$ cat config.mk
export PLATFORM = sky130hd
export DESIGN_NAME = reg_bank_flat
export DESIGN_NICKNAME = d
export VERILOG_FILES = /design/src/rtl/reg_bank_if.sv /design/src/rtl/reg_bank.sv /design/src/flat_wrapper.sv
export SDC_FILE = /design/constraint.sdc
export NUM_CORES = 1
export LEC_CHECK = 0
export CAP_MARGIN = 10
export CORE_ASPECT_RATIO = 0.9
export CORE_MARGIN = 2
export CORE_UTILIZATION = 33
export DETAILED_ROUTE_END_ITERATION = 8
export HOLD_SLACK_MARGIN = 0.08
export PLACE_DENSITY = 0.52
export SETUP_SLACK_MARGIN = 0.1
export SYNTH_ARGS = -nofsm -noshare
export SYNTH_HDL_FRONTEND = slang
export SYNTH_SLANG_ARGS = --single-unit
$ cat constraint.sdc
create_clock -name clk -period 5.7 [get_ports clk]
set_input_delay 1.71 -clock clk [delete_from_list [all_inputs] [get_ports clk]]
set_output_delay 1.71 -clock clk [all_outputs]
set_load 0.005 [all_outputs]
$ cat src/rtl/reg_bank_if.sv
// Bus bundle for reg_bank: one write port, two combinational read ports and occupancy.
interface reg_bank_if #(
    parameter int WIDTH  = 16,
    parameter int ADDR_W = 3
);
    logic              load;
    logic [ADDR_W-1:0] addr_w;
    logic [WIDTH-1:0]  data_in;
    logic              clear;
    logic [ADDR_W-1:0] addr_a;
    logic [ADDR_W-1:0] addr_b;
    logic [WIDTH-1:0]  q_a;
    logic [WIDTH-1:0]  q_b;
    logic              valid_a;
    logic              valid_b;
    logic [ADDR_W:0]   valid_count;

    modport master (
        output load, addr_w, data_in, clear, addr_a, addr_b,
        input  q_a, q_b, valid_a, valid_b, valid_count
    );

    modport slave (
        input  load, addr_w, data_in, clear, addr_a, addr_b,
        output q_a, q_b, valid_a, valid_b, valid_count
    );
endinterface

$ cat src/rtl/reg_bank.sv
// Register bank with per-entry valid flags, occupancy counter and optional write forwarding.
module reg_bank #(
    parameter int WIDTH  = 16,
    parameter int ADDR_W = 3,
    parameter int BYPASS = 0
) (
    input logic       clk,
    input logic       reset,
    reg_bank_if.slave bus
);
    localparam int unsigned DEPTH = 2 ** ADDR_W;

    logic [WIDTH-1:0] mem [DEPTH];
    logic [DEPTH-1:0] valid;
    logic [ADDR_W:0]  count;
    logic             fwd;

    always_ff @(posedge clk or posedge reset) begin
        if (reset) begin
            for (int unsigned i = 0; i < DEPTH; i++) mem[i] <= '0;
            valid <= '0;
            count <= '0;
        end else if (bus.clear) begin
            for (int unsigned i = 0; i < DEPTH; i++) mem[i] <= '0;
            valid <= '0;
            count <= '0;
        end else if (bus.load) begin
            mem[bus.addr_w]   <= bus.data_in;
            valid[bus.addr_w] <= 1'b1;
            // Only a first write to an entry adds to the occupancy
            if (!valid[bus.addr_w]) count <= count + 1'b1;
        end
    end

    assign fwd = (BYPASS != 0) && bus.load && !bus.clear && !reset;

    always_comb begin
        bus.q_a     = mem[bus.addr_a];
        bus.valid_a = valid[bus.addr_a];
        bus.q_b     = mem[bus.addr_b];
        bus.valid_b = valid[bus.addr_b];
        if (fwd && bus.addr_a == bus.addr_w) begin
            bus.q_a     = bus.data_in;
            bus.valid_a = 1'b1;
        end
        if (fwd && bus.addr_b == bus.addr_w) begin
            bus.q_b     = bus.data_in;
            bus.valid_b = 1'b1;
        end
        if (reset) begin
            bus.q_a     = '0;
            bus.valid_a = 1'b0;
            bus.q_b     = '0;
            bus.valid_b = 1'b0;
        end
    end

    assign bus.valid_count = count;
endmodule

$ cat src/flat_wrapper.sv
// flat-port wrapper written by rule: the top's interface ports become plain ports
module reg_bank_flat 
#(
    parameter int WIDTH  = 16,
    parameter int ADDR_W = 3,
    parameter int BYPASS = 0
)
  (clk, reset, bus_load, bus_addr_w, bus_data_in, bus_clear, bus_addr_a, bus_addr_b, bus_q_a, bus_q_b, bus_valid_a, bus_valid_b, bus_valid_count);
  reg_bank_if #(.WIDTH(WIDTH), .ADDR_W(ADDR_W)) bus_i ();
  input logic clk;
  input logic reset;
  input wire logic [$bits(bus_i.load)-1:0] bus_load;
  input wire logic [$bits(bus_i.addr_w)-1:0] bus_addr_w;
  input wire logic [$bits(bus_i.data_in)-1:0] bus_data_in;
  input wire logic [$bits(bus_i.clear)-1:0] bus_clear;
  input wire logic [$bits(bus_i.addr_a)-1:0] bus_addr_a;
  input wire logic [$bits(bus_i.addr_b)-1:0] bus_addr_b;
  output wire logic [$bits(bus_i.q_a)-1:0] bus_q_a;
  output wire logic [$bits(bus_i.q_b)-1:0] bus_q_b;
  output wire logic [$bits(bus_i.valid_a)-1:0] bus_valid_a;
  output wire logic [$bits(bus_i.valid_b)-1:0] bus_valid_b;
  output wire logic [$bits(bus_i.valid_count)-1:0] bus_valid_count;
  assign bus_i.load = bus_load;
  assign bus_i.addr_w = bus_addr_w;
  assign bus_i.data_in = bus_data_in;
  assign bus_i.clear = bus_clear;
  assign bus_i.addr_a = bus_addr_a;
  assign bus_i.addr_b = bus_addr_b;
  assign bus_q_a = bus_i.q_a;
  assign bus_q_b = bus_i.q_b;
  assign bus_valid_a = bus_i.valid_a;
  assign bus_valid_b = bus_i.valid_b;
  assign bus_valid_count = bus_i.valid_count;
  reg_bank #(.WIDTH(WIDTH), .ADDR_W(ADDR_W), .BYPASS(BYPASS)) u_core (.clk(clk), .reset(reset), .bus(bus_i));
endmodule
# == After elaboration in Yosys (flattened, before gate mapping) ==
# Cells that the tools add are included.
# Widths: inputs -> output; s select.
# word_totals
out_inout_bits,38
reg_bits,140
wordCells,56
in_bits,29
# classes
reduce_logical,4
eq_ne,1
add_sub_neg,1
n_lt_le_gt_ge,8
mux,28
bitwise_logic,4
# op_table
op,n
$mux 128,2
$bwmux 128,1
$mux 16,7
$bmux 16 s3,2
$demux 16 s3,1
$mux 8,2
$ge 4x4->1 const B,3
$lt 3x4->1 const B,3
$mux 4,3
$not 3->4,3
$bmux 1 s3,3
$or 8x8->8,1
$mux 1,6
$add 4x1->4 const B,1
$lt 4x1->1 const B,1
$demux 1 s3,1
$ge 3x1->1 const B,1
$logic_and 1x1->1,2
$ne 2x2->1 const B,1
$reduce_and 2->1,1
$reduce_bool 2->1,1

# == Logic depth before layout (Yosys ltp) ==
# depth
ltp_word,8
ltp_mapped,7
mapped_depth_nobuf,4

# == Worst setup path before layout ==
# Ideal clock, no wire load.
# synth_timing
kind,input to output
start,input bus_addr_a[1]
end,output bus_q_a[10]
slack_ps,1041
arrival_time_ps,2949
t_required_ps,3990
path_buffers,3
path_stages,6
path_cell_list,buf_2 > buf_2 > buf_2 > mux4_2 > mux2i_1 > nor2_1
# synth_between
elab_chain_cells,5
# synth_lines
element,line,source
from (decl),flat_wrapper.sv:16,input wire logic [$bits(bus_i.addr_a)-1:0] bus_addr_a;
$not 3->4 (implied by the code),reg_bank.sv:38,bus.q_a = mem[bus.addr_a];
$bmux 16 s3,reg_bank.sv:38,
$mux 16 (implied by the code) (2 in series),reg_bank.sv:38,
$mux 16,reg_bank.sv:50,if (reset) begin
to (decl),flat_wrapper.sv:18,output wire logic [$bits(bus_i.q_a)-1:0] bus_q_a;
# Every way passes these cells. The select of a mux whose other input is x is not followed.

# == Final worst setup path ==
# layout_timing
start,input bus_addr_b[1]
end,output bus_q_b[11]
# layout_between
elab_chain_cells,5
# layout_lines
element,line,source
from (decl),flat_wrapper.sv:17,input wire logic [$bits(bus_i.addr_b)-1:0] bus_addr_b;
$not 3->4 (implied by the code),reg_bank.sv:40,bus.q_b = mem[bus.addr_b];
$bmux 16 s3,reg_bank.sv:40,
$mux 16 (implied by the code) (2 in series),reg_bank.sv:40,
$mux 16,reg_bank.sv:50,
to (decl),flat_wrapper.sv:19,output wire logic [$bits(bus_i.q_b)-1:0] bus_q_b;
# Every way passes these cells. The select of a mux whose other input is x is not followed.

==> results.py <==
metrics = {
    "synthesis": {
        "synth_area_per_cell_sq_um": 9.76,
        "synth_fp_nets": 832,
        "synth-compound-area-share_pct": 8.25,
        "seq_area_frac_synth_pct": 44.7,
        "synth_cells": 802,
        "synth_top_family_by_area": "multiplexers",
        "ys_dominant_reg_cell": "dfrtp_1",
        "synth_cell_type_count": 26,
        "ys_top_cells_by_area": "dfrtp_1 (45%), mux4_2 (20%), nand2_1 (13%)",
        "synthSimpleGateAreaFrac_pct": 17.4,
        "yosysWarnings": 0,
        "yosys.area_share.adder_pct": 0.160,
        "synth_common_cells": "nand2_1 (261), dfrtp_1 (140), a21oi_1 (128)",
        "synth_most_common_cell": "nand2_1",
        "async_reset_ff_share_pct": 100,
        "synth_edf_count": 0,
        "yosys.area.top_type_share_pct": 44.7,
        "yosys-mux-area-fraction_pct": 25.2,
        "ys_ff_latch": 140,
        "synth_area_leader_cell": "dfrtp_1",
        "syn_area_sq_um": 7830,
        "synth-xor-area-share_pct": 0,
    },
    "detailed_routing": {
        "drc": 0,
        "dr.pass1.iters": 6,
        "ant_nets": 0,
        "vias_per_cell": 5.43,
        "vias": 6244,
        "wl_per_cell_um": 21.9,
        "drt-total-wl_um": 25200,
        "drt_iter0_markers": 661,
    },
    "sta": {
        "final.period_utilization_pct": 89.7,
        "slew_violations": 0,
        "fmaxAchievable_ghz": 0.196,
        "maxSlewHeadroom_pct": 25.9,
        "fin_worst_skew_ns": 0.00142,
        "tightest_slew_ns": 1.11,
        "hold_violations": 0,
        "finalSetupViolCount": 0,
        "setup-tns-final_ns": 0,
        "finalCriticalPeriod_ns": 5.11,
        "rsz0062_at_grt": "false",
    },
    "pwr": {
        "ir_drop_mv": 0.197,
        "finalPower_w": 0.00268,
        "p_per_area_nw_per_um2": 282,
        "p_leak_nw": 3.82,
    },
    "placed_design": {
        "place_hpwl_um": 15300,
        "gp_congestion": 0.770,
        "io_buffer_count": 66,
    },
    "run": {
        "maxCapViolCount": 0,
    },
    "worst_setup_path": {
        "cp-start-kind": "input port",
        "cp_cell_sequence": "buf_2 -> buf_12 -> mux4_2 -> mux2i_1 -> nor2_1 -> clkdlybuf4s50_1",
        "crit_start": "bus_addr_b[1]",
        "r2r_setup_slack_ns": 3.75,
        "critPathCaptureType": "primary output",
        "required_ns": 3.99,
        "cp_max_fo": 34,
        "rr_worst_depth": 4,
        "crit_arrival_ns": 3.40,
        "max_stage_delay_ns": 0.58,
        "critPathSlowestCell": "mux4_2",
        "r2r-start": "u_core.valid[7]",
        "path_class": "input port to primary output",
        "cp-endpoint": "bus_q_b[11]",
        "r2r_end": "u_core.bus.valid_count[3]",
    },
    "final_layout": {
        "final_util_pct": 40.7,
        "final_net_count": 864,
        "antenna_cells": 0,
        "drive_gt1_share_pct": 16.1,
        "areaGrowthSynthToFinish_pct": 21.5,
        "num-fill-cells": 2283,
    },
    "floorplan": {
        "rows": 53,
        "io_pins": 67,
        "dieArea_sq_um": 25000,
        "start_util_pct": 33.5,
        "die_x_um": 166,
        "core_area_sq_um": 23300,
        "die_y_um": 150,
    },
    "clock_network": {
        "cts-resized-gates": 0,
        "cts_buffer_depth": 2,
        "cts_setup_buffers": 0,
        "ctsRootBufferMaster": "clkbuf_16",
        "cts_tree": "built",
        "cts_sinks": 140,
        "clkLatencyLatePin_ns": 0.43,
        "htree_levels": 4,
        "cts_made_buffers": 17,
        "clk_pin_slew_ns": 0.06,
        "hold_buffers": 0,
    },
    "global_routing": {
        "grt_pass1_vias": 6336,
        "grt_first_pass_wirelength_um": 39000,
        "grt_overflow": 0,
        "antenna_found_initial": 0,
        "gr-usage-all-layers_pct": 20.9,
        "grt_start_max_net_pins": 115,
    },
    "outcome": {
        "status": "completed",
    },
    "min_path": {
        "hp-class": "flip-flop to flip-flop",
    },
}
## cell families after synthesis
kind of cell               after synthesis
adders and majority gates                1
AOI/OAI and AO/OA                      129
and+or+nand+nor                        345
buffers and inverters                   77
DFF                                    140
muxes                                  110
## cell type report
class                           instances  area (sq um)  area share, %
Tap cell                              302           378           3.97
Clock buffer                           20           467           4.91
Clock inverter                         12           263           2.76
Timing Repair Buffer                   89           898           9.45
Sequential cell                       140          3500           36.8
Multi-Input combinational cell        585          3990           42.0
Inverter                                1          7.51         0.0789
## report_power, final
part           switching, W  internal [W]
logic              0.000157      0.000101
clock network      0.000446      0.000942
registers         0.0000182       0.00102
## metal layers
metal / share of wire [%] / vias to the layer above / track usage (%)
met3: 5.8 / 31 / 4.05
met2: 49 / 179 / 34.4
met4: 1.4 / 0 / 5.47
met5: 0 / - / 0
li1: - / 2814 / -
met1: 44 / 3220 / 28.8
## how the worst min path moves through the flow
| stage | endpoint | slack, ns | startpoint | depth (start not counted) |
|---|---|---|---|---|
| after global placement | u_core.mem[108] | 0.52 | u_core.mem[108] | 2 |
| after floorplan | u_core.valid[3] | 0.49 | u_core.valid[3] | 2 |
| after global routing | u_core.mem[17] | 0.55 | u_core.mem[17] | 2 |
| after CTS | u_core.mem[0] | 0.54 | u_core.mem[0] | 2 |
| after detailed placement | u_core.mem[0] | 0.53 | u_core.mem[0] | 2 |
| final | u_core.mem[81] | 0.54 | u_core.mem[81] | 2 |
## flip-flops by register name (all words and copies together), names as in the netlist
| signal | count |
|---|---|
| u_core.mem | 128 |
| u_core.valid | 8 |
| u_core.bus.valid_count | 4 |
## stage by stage
step	instance area (sq um)	setup WS, ns	hold slack, ns	cells
after floorplan	7830	1.04	0.493	802
after global placement	8780	0.567	0.522	1117
after detailed placement	8780	0.575	0.532	1117
after CTS	9510	0.568	0.540	1149
after global routing	9510	0.511	0.552	1149
final	9510	0.589	0.537	1149
## worst max-delay path: cells and delay by family
kind	cells	cell delay, ns
multiplexers	2	0.79
AND/OR/NAND/NOR	1	0.06
buffers and inverters	3	0.81
## cells in the final DEF, fill, tap and decap left out, types with 3 or more instances in the layout
master           instances
nand2_1                261
dfrtp_1                140
a21oi_1                128
mux4_2                  69
nor2_1                  61
clkdlybuf4s50_1         61
mux2i_1                 35
clkbuf_16               17
buf_4                   17
bufinv_16                8
buf_12                   7
nand2b_1                 6
nand3_1                  5
nor2b_1                  5
buf_2                    4
mux2_1                   3
clkbuf_8                 3
clkinv_2                 3
No activity file was read; power rests on OpenSTA's default activity.
